`src/rtl/instruction_decode_stage_pkg.sv`:
```
// Shared operand-type constants, field-offset helpers and the decoded-instruction record
// for instruction_decode_stage.
package ace_decode_pkg;

  localparam logic OPERAND_REG = 1'b0;
  localparam logic OPERAND_IMM = 1'b1;

  // The record is sized for the widest supported configuration; the stage uses the low bits.
  localparam int unsigned MAX_OPC_W = 8;
  localparam int unsigned MAX_IMM_W = 32;
  localparam int unsigned MAX_REG_W = 8;

  typedef struct packed {
    logic [MAX_OPC_W-1:0] opcode;
    logic                 type_1;
    logic [MAX_REG_W-1:0] reg_1;
    logic [MAX_IMM_W-1:0] imm_1;
    logic                 type_2;
    logic [MAX_REG_W-1:0] reg_2;
    logic [MAX_IMM_W-1:0] imm_2;
    logic [MAX_REG_W-1:0] dest;
    logic                 illegal;
  } dec_instr_t;

  function automatic int unsigned opc_lsb(int unsigned instr_w, int unsigned opc_w);
    return instr_w - opc_w;
  endfunction

  function automatic int unsigned type1_bit(int unsigned instr_w, int unsigned opc_w);
    return instr_w - opc_w - 1;
  endfunction

  function automatic int unsigned field1_lsb(int unsigned instr_w, int unsigned opc_w,
                                             int unsigned imm_w);
    return instr_w - opc_w - 1 - imm_w;
  endfunction

  function automatic int unsigned type2_bit(int unsigned instr_w, int unsigned opc_w,
                                            int unsigned imm_w);
    return instr_w - opc_w - 2 - imm_w;
  endfunction

  function automatic int unsigned field2_lsb(int unsigned instr_w, int unsigned opc_w,
                                             int unsigned imm_w);
    return instr_w - opc_w - 2 - 2 * imm_w;
  endfunction

  // Destination sits directly above the reserved bits, so this is also the reserved width.
  function automatic int unsigned dest_lsb(int unsigned instr_w, int unsigned opc_w,
                                           int unsigned imm_w, int unsigned reg_w);
    return instr_w - opc_w - 2 - 2 * imm_w - reg_w;
  endfunction

endpackage

```
`src/rtl/decode_scoreboard.sv`:
```
// Per-register pending bits for the decode stage; reports read/write hazards on the
// incoming word, with writeback clears bypassed into the same-cycle check.
module decode_scoreboard
  import ace_decode_pkg::*;
#(
  parameter int unsigned REG_W = 2
) (
  input  logic             clk,
  input  logic             reset,
  input  logic             i_flush,
  input  logic             i_set_en,
  input  logic [REG_W-1:0] i_set_reg,
  input  logic             i_clr_en,
  input  logic [REG_W-1:0] i_clr_reg,
  input  logic             i_chk_en,
  input  logic             i_type_1,
  input  logic [REG_W-1:0] i_reg_1,
  input  logic             i_type_2,
  input  logic [REG_W-1:0] i_reg_2,
  input  logic [REG_W-1:0] i_dest,
  output logic             o_hazard
);

  localparam int unsigned NREG = 2 ** REG_W;

  logic [NREG-1:0] r_pending;
  logic [NREG-1:0] w_clr_mask;
  logic [NREG-1:0] w_set_mask;
  logic [NREG-1:0] w_live;

  always_comb begin
    w_clr_mask = '0;
    w_set_mask = '0;
    if (i_clr_en) w_clr_mask[i_clr_reg] = 1'b1;
    if (i_set_en) w_set_mask[i_set_reg] = 1'b1;
  end

  assign w_live = r_pending & ~w_clr_mask;

  assign o_hazard = i_chk_en &&
                    (((i_type_1 == OPERAND_REG) && w_live[i_reg_1]) ||
                     ((i_type_2 == OPERAND_REG) && w_live[i_reg_2]) ||
                     w_live[i_dest]);

  // Set is ORed after the clear so a same-cycle set and clear of one register leaves it pending.
  always_ff @(posedge clk) begin
    if (reset || i_flush) begin
      r_pending <= '0;
    end else begin
      r_pending <= w_live | w_set_mask;
    end
  end

endmodule

```
`src/rtl/instruction_decode_stage.sv`:
```
// Registered instruction decode stage with valid/ready on both sides.
// Define ACE_DECODE_SCOREBOARD_EN to enable register-hazard stalling.
module instruction_decode_stage
  import ace_decode_pkg::*;
#(
  parameter int unsigned           OPC_W          = 4,
  parameter int unsigned           IMM_W          = 8,
  parameter int unsigned           REG_W          = 2,
  parameter int unsigned           INSTR_W        = 32,
  parameter logic [2**OPC_W-1:0]   LEGAL_OPC_MASK = '1
) (
  input  logic               clk,
  input  logic               reset,
  input  logic               flush,
  input  logic               in_valid,
  output logic               in_ready,
  input  logic [INSTR_W-1:0] in_instr,
  output logic               out_valid,
  input  logic               out_ready,
  output logic [OPC_W-1:0]   out_opcode,
  output logic               out_type_1,
  output logic               out_type_2,
  output logic [REG_W-1:0]   out_reg_1,
  output logic [REG_W-1:0]   out_reg_2,
  output logic [IMM_W-1:0]   out_imm_1,
  output logic [IMM_W-1:0]   out_imm_2,
  output logic [REG_W-1:0]   out_dest,
  output logic               out_illegal,
  input  logic               wb_valid,
  input  logic [REG_W-1:0]   wb_reg
);

  localparam int unsigned OPC_LSB  = opc_lsb(INSTR_W, OPC_W);
  localparam int unsigned T1_BIT   = type1_bit(INSTR_W, OPC_W);
  localparam int unsigned F1_LSB   = field1_lsb(INSTR_W, OPC_W, IMM_W);
  localparam int unsigned T2_BIT   = type2_bit(INSTR_W, OPC_W, IMM_W);
  localparam int unsigned F2_LSB   = field2_lsb(INSTR_W, OPC_W, IMM_W);
  localparam int unsigned DEST_LSB = dest_lsb(INSTR_W, OPC_W, IMM_W, REG_W);
  localparam int unsigned RSV_W    = DEST_LSB;

  logic       w_rsv_set;
  logic       w_hazard;
  logic       w_ready;
  logic       w_accept;
  dec_instr_t w_dec;
  dec_instr_t r_dec;
  logic       r_out_valid;

  if (RSV_W > 0) begin : g_rsv
    assign w_rsv_set = |in_instr[RSV_W-1:0];
  end else begin : g_no_rsv
    assign w_rsv_set = 1'b0;
  end

  always_comb begin
    w_dec                   = '0;
    w_dec.opcode[OPC_W-1:0] = in_instr[OPC_LSB +: OPC_W];
    w_dec.type_1            = in_instr[T1_BIT];
    w_dec.imm_1[IMM_W-1:0]  = in_instr[F1_LSB +: IMM_W];
    w_dec.reg_1[REG_W-1:0]  = in_instr[F1_LSB + IMM_W - REG_W +: REG_W];
    w_dec.type_2            = in_instr[T2_BIT];
    w_dec.imm_2[IMM_W-1:0]  = in_instr[F2_LSB +: IMM_W];
    w_dec.reg_2[REG_W-1:0]  = in_instr[F2_LSB + IMM_W - REG_W +: REG_W];
    w_dec.dest[REG_W-1:0]   = in_instr[DEST_LSB +: REG_W];
    w_dec.illegal           = !LEGAL_OPC_MASK[in_instr[OPC_LSB +: OPC_W]] || w_rsv_set;
  end

`ifdef ACE_DECODE_SCOREBOARD_EN
  // Illegal words neither stall nor reserve their destination.
  decode_scoreboard #(
    .REG_W (REG_W)
  ) u_scoreboard (
    .clk       (clk),
    .reset     (reset),
    .i_flush   (flush),
    .i_set_en  (w_accept && !w_dec.illegal),
    .i_set_reg (w_dec.dest[REG_W-1:0]),
    .i_clr_en  (wb_valid),
    .i_clr_reg (wb_reg),
    .i_chk_en  (!w_dec.illegal),
    .i_type_1  (w_dec.type_1),
    .i_reg_1   (w_dec.reg_1[REG_W-1:0]),
    .i_type_2  (w_dec.type_2),
    .i_reg_2   (w_dec.reg_2[REG_W-1:0]),
    .i_dest    (w_dec.dest[REG_W-1:0]),
    .o_hazard  (w_hazard)
  );
`else
  logic w_unused_wb;
  assign w_unused_wb = ^{wb_valid, wb_reg};
  assign w_hazard    = 1'b0;
`endif

  assign w_ready  = !reset && !flush && (!r_out_valid || out_ready) && !w_hazard;
  assign w_accept = in_valid && w_ready;
  assign in_ready = w_ready;

  always_ff @(posedge clk) begin
    if (reset) begin
      r_out_valid <= 1'b0;
      r_dec       <= '0;
    end else if (flush) begin
      r_out_valid <= 1'b0;
    end else if (w_accept) begin
      r_out_valid <= 1'b1;
      r_dec       <= w_dec;
    end else if (out_ready) begin
      r_out_valid <= 1'b0;
    end
  end

  assign out_valid   = r_out_valid;
  assign out_opcode  = r_dec.opcode[OPC_W-1:0];
  assign out_type_1  = r_dec.type_1;
  assign out_type_2  = r_dec.type_2;
  assign out_reg_1   = r_dec.reg_1[REG_W-1:0];
  assign out_reg_2   = r_dec.reg_2[REG_W-1:0];
  assign out_imm_1   = r_dec.imm_1[IMM_W-1:0];
  assign out_imm_2   = r_dec.imm_2[IMM_W-1:0];
  assign out_dest    = r_dec.dest[REG_W-1:0];
  assign out_illegal = r_dec.illegal;

  // Upper bits of the shared record are unused in narrower configurations.
  logic w_unused_dec;
  assign w_unused_dec = ^r_dec;

endmodule

```
`config.mk`:
```
export PLATFORM = sky130hd
export DESIGN_NAME = instruction_decode_stage
export DESIGN_NICKNAME = d
export VERILOG_FILES = /design/src/rtl/instruction_decode_stage_pkg.sv /design/src/rtl/decode_scoreboard.sv /design/src/rtl/instruction_decode_stage.sv
export SDC_FILE = /design/constraint.sdc
export NUM_CORES = 1
export LEC_CHECK = 0
export CAP_MARGIN = 15
export CELL_PAD_IN_SITES_DETAIL_PLACEMENT = 1
export CELL_PAD_IN_SITES_GLOBAL_PLACEMENT = 1
export CORE_MARGIN = 10
export CORE_UTILIZATION = 37
export CTS_CLUSTER_DIAMETER = 200
export CTS_CLUSTER_SIZE = 12
export DETAILED_ROUTE_END_ITERATION = 12
export DONT_BUFFER_PORTS = 1
export PLACE_DENSITY = 0.82
export SETUP_SLACK_MARGIN = 0.1
export SYNTH_ARGS = -nofsm -noshare
export SYNTH_HDL_FRONTEND = slang
export SYNTH_SLANG_ARGS = --single-unit
```
`constraint.sdc`:
```
create_clock -name clk -period 1 [get_ports clk]
set_input_delay 0.15 -clock clk [delete_from_list [all_inputs] [get_ports clk]]
set_output_delay 0.15 -clock clk [all_outputs]
set_load 0.01 [all_outputs]
```
==> results of run 1 <==
-- per-stage QoR --
step	hold slack, ps	instances	worst slack (ps)	setup TNS [ps]	total power, mW
floorplan	222	125	-44.6	-893	1.31
global placement	223	152	-49.8	-262	1.34
detailed placement	243	152	-183	-1500	1.35
CTS	-11.0	189	-258	-3990	1.95
global route	-22.6	195	-362	-6890	2.12
finish	1.08	195	-306	-5330	2.04
-- cells in the final DEF (no fill, tap or decap) --
master and instances:
nor2_2 1, nand3_4 1, nor3_4 1, or4_4 1
buf_12 2, diode_2 2, buf_6 9, dlygate4sd3_1 26
o21ai_2 12, dfxtp_4 11, a21boi_2 1, a311oi_2 1
dfxtp_2 15, a31oi_4 1, buf_4 8, and2b_4 3
inv_1 25, o311ai_2 13, clkbuf_16 1, clkbuf_4 3
nand2b_4 1, nor2_1 1, o311ai_1 3, or4_1 1
o311ai_4 8, inv_2 1, o21ai_1 12
-- layout make-up --
type | instances | area share [%]
tap | 31 | 1.94
inverter | 26 | 4.88
antenna | 2 | 0.250
sequential | 26 | 29.1
timing repair buffer | 46 | 24.4
clock buffer | 3 | 1.13
multi-input combinational | 61 | 38.4
-- flip-flops by register name (all words and copies together) (netlist names) --
signal / cells
out_type_1: 1
out_type_2: 1
out_dest: 2
out_imm_2: 8
out_valid: 1
out_opcode: 4
out_illegal: 1
out_imm_1: 8
-- Yosys cell counts --
cell	instances	area share, %
nor3_1	1	0.44
buf_2	2	0.89
o21ai_1	20	8.9
and2b_4	1	0.89
nand3_2	1	0.89
or4_4	1	1.0
a31oi_1	1	0.55
dfxtp_1	26	46
nand2b_1	1	0.55
inv_2	1	0.33
buf_6	3	3.0
clkbuf_2	2	0.89
o311ai_1	20	16
inv_1	25	8.3
nor2_1	1	0.33
or4_1	1	0.66
buf_4	5	3.3
clkbuf_1	2	0.66
o311ai_0	4	3.1
o21ai_0	4	1.8
a311oi_1	1	0.78
a21boi_0	1	0.66
nor2_2	1	0.55
-- worst max-delay path: stages, from the launching register on --
cell and delay, ps:
dfxtp_2 360, and2b_4 180, buf_4 210, o311ai_2 330, o21ai_2 120
-- power by group --
group	internal, mW	leakage, nW	switching (mW)	total [mW]
sequential	1.08	0.227	0.0745	1.16
combinational	0.212	0.501	0.215	0.427
clock	0.142	0.0138	0.312	0.454
total	1.43	0.742	0.602	2.04
-- logic make-up (layout without fill, tap and decap cells) --
kind of cell	count (synthesis)	in the layout	share of synthesized area, %
other	0	2	0
AO/OA/AOI/OAI	51	51	31.2
flip-flops	26	26	46.1
AND/OR/NAND/NOR	8	10	5.32
buffers and inverters	40	75	17.4
-- per-layer routing --
| layer | vias up | wire length [microns] | share of wire (%) |
|---|---|---|---|
| met1 | 601 | 1800 | 32 |
| met2 | 70 | 3050 | 55 |
| li1 | 536 | - | - |
| met5 | - | 0 | 0 |
| met3 | 16 | 497 | 8.9 |
| met4 | 0 | 231 | 4.1 |
-- worst max path at each step --
stage | start | end | slack, ps
2_1_floorplan | out_valid | out_dest[0] | -40
3_3_place_gp | out_valid | out_imm_1[0] | -50
3_5_place_dp | out_valid | out_illegal | -180
4_1_cts | out_valid | in_ready | -260
5_1_grt | out_valid | out_imm_2[2] | -360
6_report | out_valid | out_imm_2[0] | -310
-- timing repair --
action	4_1_cts	5_1_grt
resized for setup	55	48
gates cloned	3	1
endpoints found under the setup margin	50	49
buffers inserted	5	3
pin swaps	3	2
endpoints found under the hold margin	25	11
==> run metrics, run 1 <==
status=finished, violations left; failing checks=setup timing; Synth cell types=23; reg2reg setup slack=-310 ps; Vias=1,223; first-pass GRT wire length=6.81 mm; Power Density=1020 nW/um^2; CTS H-tree depth=1; crit start category=flip-flop; maximum VDD drop=0.753 mV; Reg area=581 sq um; clock sink total=26; global-route usage over all layers=16.0%; die width=75.3 microns; register area share after synthesis=46.1%; Die Y=75.3 microns; Placement Cell Area=1180 sq um; deepest clock path buffer count=2; met2 Use GR=31.0%; count of state elements after synthesis=26; # fillers=264; WL final=5.58 mm; Layout Skew=2.85 ps; fin area=2000 sq um; CP arrival=1520 ps; Initial Utilization=39.9%; TritonCTS Buffers=3; Leakage=0.742 nW; routed length per instance=28.6 microns; slew at the pin with the worst max-slew slack=840 ps; fin crit period=1310 ps; 1st-pass router iterations=4; vias per cell=6.27; Synth Instances=125; CP Class=reg2reg; Clock Latency Late Sink=330 ps; max-slew violations=0; M3 GR Usage=7.75%; met1 usage in global routing=15.2%; area grow syn2layout=76.9%; Worst Hold Endpoint=out_imm_1[6]; Ports=71; port bufs=0; routability congestion estimate=0.668; endpoints failing hold=0; Syn Nets=165; Tcrit/Tclk final=131%; Multi-input gate area=767 sq um; die area=5660 sq um; Post-DP HPWL=2.49 mm; Final Util=70.6%; Final ANT Viol Nets=0; synthesized area per cell=9.04 sq um; Relative slew margins=43.9%; # nets final=204; setup violators final=27; post-cts hold buffer count=26; fmax=0.765 GHz; Worst-path clk slew=140 ps; worst hold path type=in2reg; Placeable Area=2830 sq um; clk root buf=clkbuf_4; share of cells above drive strength 1=58.0%; gr ovfl total=0; CP required=1220 ps; RSZ-0062 raised after global routing=true; CTS tree=done; Reg-to-Reg End=out_imm_2[0]; worst reg2reg path startpoint=out_valid; Hold Path Origin=flush; min setup slack post-route=-306 ps; mapped cell area=1130 sq um; crit path max fanout=12; max-cap violations=0; crit path capture type=flip-flop; initial antenna violation count=2; vias in the first global route=1,264; initial detailed-routing violation count=61; pin count of the biggest net entering global routing=27; synth warn=0; GR peak layer=met2; R2R depth=4; row count=19; hold path cells=2; # DRC=0
No activity file was read; power rests on OpenSTA's default activity.
==> run 2: changes to the inputs <==
--- a/config.mk
+++ b/config.mk
@@ -5,16 +5,17 @@
 export SDC_FILE = /design/constraint.sdc
 export NUM_CORES = 1
 export LEC_CHECK = 0
+export ABC_AREA = 1
 export CAP_MARGIN = 15
 export CELL_PAD_IN_SITES_DETAIL_PLACEMENT = 1
 export CELL_PAD_IN_SITES_GLOBAL_PLACEMENT = 1
 export CORE_MARGIN = 10
-export CORE_UTILIZATION = 37
+export CORE_UTILIZATION = 35
 export CTS_CLUSTER_DIAMETER = 200
 export CTS_CLUSTER_SIZE = 12
 export DETAILED_ROUTE_END_ITERATION = 12
 export DONT_BUFFER_PORTS = 1
-export PLACE_DENSITY = 0.82
+export PLACE_DENSITY = 0.83
 export SETUP_SLACK_MARGIN = 0.1
 export SYNTH_ARGS = -nofsm -noshare
 export SYNTH_HDL_FRONTEND = slang
==> run 2 against run 1 <==
Effect of this change: synthesized area grew 4.8%; hold slack gained 32 ps; clock skew grew 8.1 ps; combinational power shrank 27%; sequential power is essentially flat; critical endpoint is now out_dest[0]; final area shrank 20%; largest power group unchanged; register-to-register slack gained 180 ps; fmax grew 16%; the run still ends with setup timing left; critical path depth grew 2; synthesized cell count grew 48%.
==> run metrics, run 2 <==
status=finished, violations left; failing checks=setup timing; Clock Latency Late Sink=320 ps (about the same); Relative slew margins=81.9% (+38 points); TritonCTS Buffers=3 (unchanged); endpoints failing hold=0 (unchanged); crit start category=flip-flop; CP Class=reg2reg; Yosys top cell by area=dfxtp_1; Ports=71 (unchanged); min setup slack post-route=-129 ps (+178 ps); initial antenna violation count=0 (-2); commonest cells in the synthesized netlist=nand2_1, nor2_1, inv_1; Layout Skew=11.0 ps (+8.15 ps); Tcrit/Tclk final=113% (-18 points); port bufs=0 (unchanged); CP required=1210 ps (about the same); fin crit period=1130 ps (-178 ps); final hold slack=33.1 ps (+32.0 ps); global-route usage over all layers=11.1% (-4.9 points); Post-DP HPWL=2.29 mm (-7.9%); routed length per instance=13.7 microns (-52%); Leakage=0.852 nW (+15%); Die Y=78.2 microns (+3.8%); Vias=1,096 (-10%); pin count of the biggest net entering global routing=27 (unchanged); Power Density=1190 nW/um^2 (+17%); count of state elements after synthesis=26 (unchanged); crit path max fanout=25 (+13); synthesized area per cell=6.40 sq um (-29%); fmax=0.886 GHz (+16%); Synth cell types=11 (-52%); # DRC=0 (unchanged); first-pass GRT wire length=5.63 mm (-17%); most common cell after layout, fill and taps aside=nand2_1; CTS tree=done; vias in the first global route=1,210 (-4.3%); crit path capture type=flip-flop; most common flop cell mapped by yosys=dfxtp_1; diode count=0 (-2); Crit path buffers/inverters=2 (+1); Placed Instances=228 (+50%); Initial Utilization=35.8% (-4.2 points); worst hold path type=in2reg; CP top delay family=simple AND/OR/NAND/NOR gates; die width=78.2 microns (+3.8%); Worst-path clk slew=140 ps (about the same); CTS H-tree depth=1 (unchanged); routability congestion estimate=0.654 (-2.1%); mapped cell area=1180 sq um (+4.8%); crit path cell chain=buf_4 > nand2_4 > nand3_4 > buf_12 > nor2_1 > nor2_2; die area=6110 sq um (+7.8%); # nets final=254 (+25%); max-cap violations=0 (unchanged); Post-synth EDFFs=0 (unchanged); Crit-path slowest cell=dfxtp_2; Syn Nets=225 (+36%); fin cells=258 (+32%); max-slew violations=0 (unchanged); register area share after synthesis=44.0% (-2.1 points); CP arrival=1340 ps (-180 ps); Final ANT Viol Nets=0 (unchanged); Setup TNS=-1900 ps (+3430 ps); share of cells above drive strength 1=21.2% (-37 points); most frequent cells in the layout=nand2_1, nor2_1, inv_1; vias per cell=4.25 (-32%); most numerous cell in the Yosys netlist=nand2_1; RSZ-0062 raised after global routing=true; Synth Instances=185 (+48%); area grow syn2layout=35.8%; CP max stage delay=350 ps (about the same); synth warn=0 (unchanged); initial detailed-routing violation count=24 (-61%); top cell type's share of synthesized area=44.0% (-2.1 points); slew at the pin with the worst max-slew slack=271 ps (-569 ps); 1st-pass router iterations=4 (unchanged); deepest clock path buffer count=2 (unchanged); clk root buf=clkbuf_4; share of flip-flops with an asynchronous set or reset=0% (unchanged); Final Util=48.6% (-22 points); WL final=3.53 mm (-37%); maximum VDD drop=0.838 mV (+11%); gr ovfl total=0 (unchanged); Synth area leaders=dfxtp_1, nand2_1, nor2_1; clock sink total=26 (unchanged); setup violators final=26 (-3.7%); row count=21 (+2); Placeable Area=3310 sq um (+17%)
run 2: changes by cell type after synthesis, sizes merged, moves of 2 or more:
cell / before / now
a21oi: 0 / 2
clkbuf: 4 / 0
inv: 26 / 35
nand2: 0 / 56
nor2: 2 / 53
o21ai: 24 / 0
o311ai: 24 / 0
or4: 2 / 0
run 2: repair_timing:
action / in CTS / in global routing
buffers inserted: 1 / 2
resized for setup: 28 / 9
setup endpoints to repair: 51 / 53
pin swaps: 1 / 2
hold buffers: 24 / 0
hold endpoints to repair: 24 / 0
run 2: power by group:
| part | total (mW) | internal (mW) | switching, mW | leakage [nW] |
|---|---|---|---|---|
| Combinational | 0.312 | 0.157 | 0.155 | 0.614 |
| Sequential | 1.16 | 1.10 | 0.0601 | 0.225 |
| Clock | 0.444 | 0.141 | 0.303 | 0.0138 |
run 2: through the flow:
stage          area [sq um]  total power [mW]  worst slack [ps]
6_report               1610              1.91              -129
5_1_grt                1610              2.05              -180
4_1_cts                1580              1.95              -143
3_5_place_dp           1250              1.39              54.8
3_3_place_gp           1250              1.38              80.4
2_1_floorplan          1200              1.34              94.1
run 2: cell type report:
cell class                      instances  area [sq um]
Fill cell                             419          1700
Tap cell                               46          57.6
Clock buffer                            3          22.5
Sequential cell                        26           561
Multi-Input combinational cell        112           465
Timing Repair Buffer                   35           367
Inverter                               36           135
run 2: final timing paths:
path                     start           end  slack [ps]  cells past startpoint
hold / removal           reset     out_valid          30                      3
hold reg to reg   out_imm_1[6]  out_imm_1[6]         530                      4
setup reg to reg     out_valid   out_dest[0]        -130                      6
setup / recovery     out_valid   out_dest[0]        -130                      6
run 2: layer usage:
metal	track usage, %	vias up	share of wire [%]
li1	-	567	-
met1	10.1	483	37
met2	21.1	44	52
met3	6.38	2	11
met4	1.61	0	0.37
met5	0	-	0
run 2: logic make-up after synthesis:
kind of cell,synth area share (%)
buffers and inverters,18.5
flip-flops,44.0
AND/OR/NAND/NOR,36.7
AO/OA/AOI/OAI,0.846
run 2: worst reg2reg max path: stages (launching register included):
cell and delay, ps:
dfxtp_2 350, buf_4 130, nand2_4 70, nand3_4 90, buf_12 170, nor2_1 150
nor2_2 60
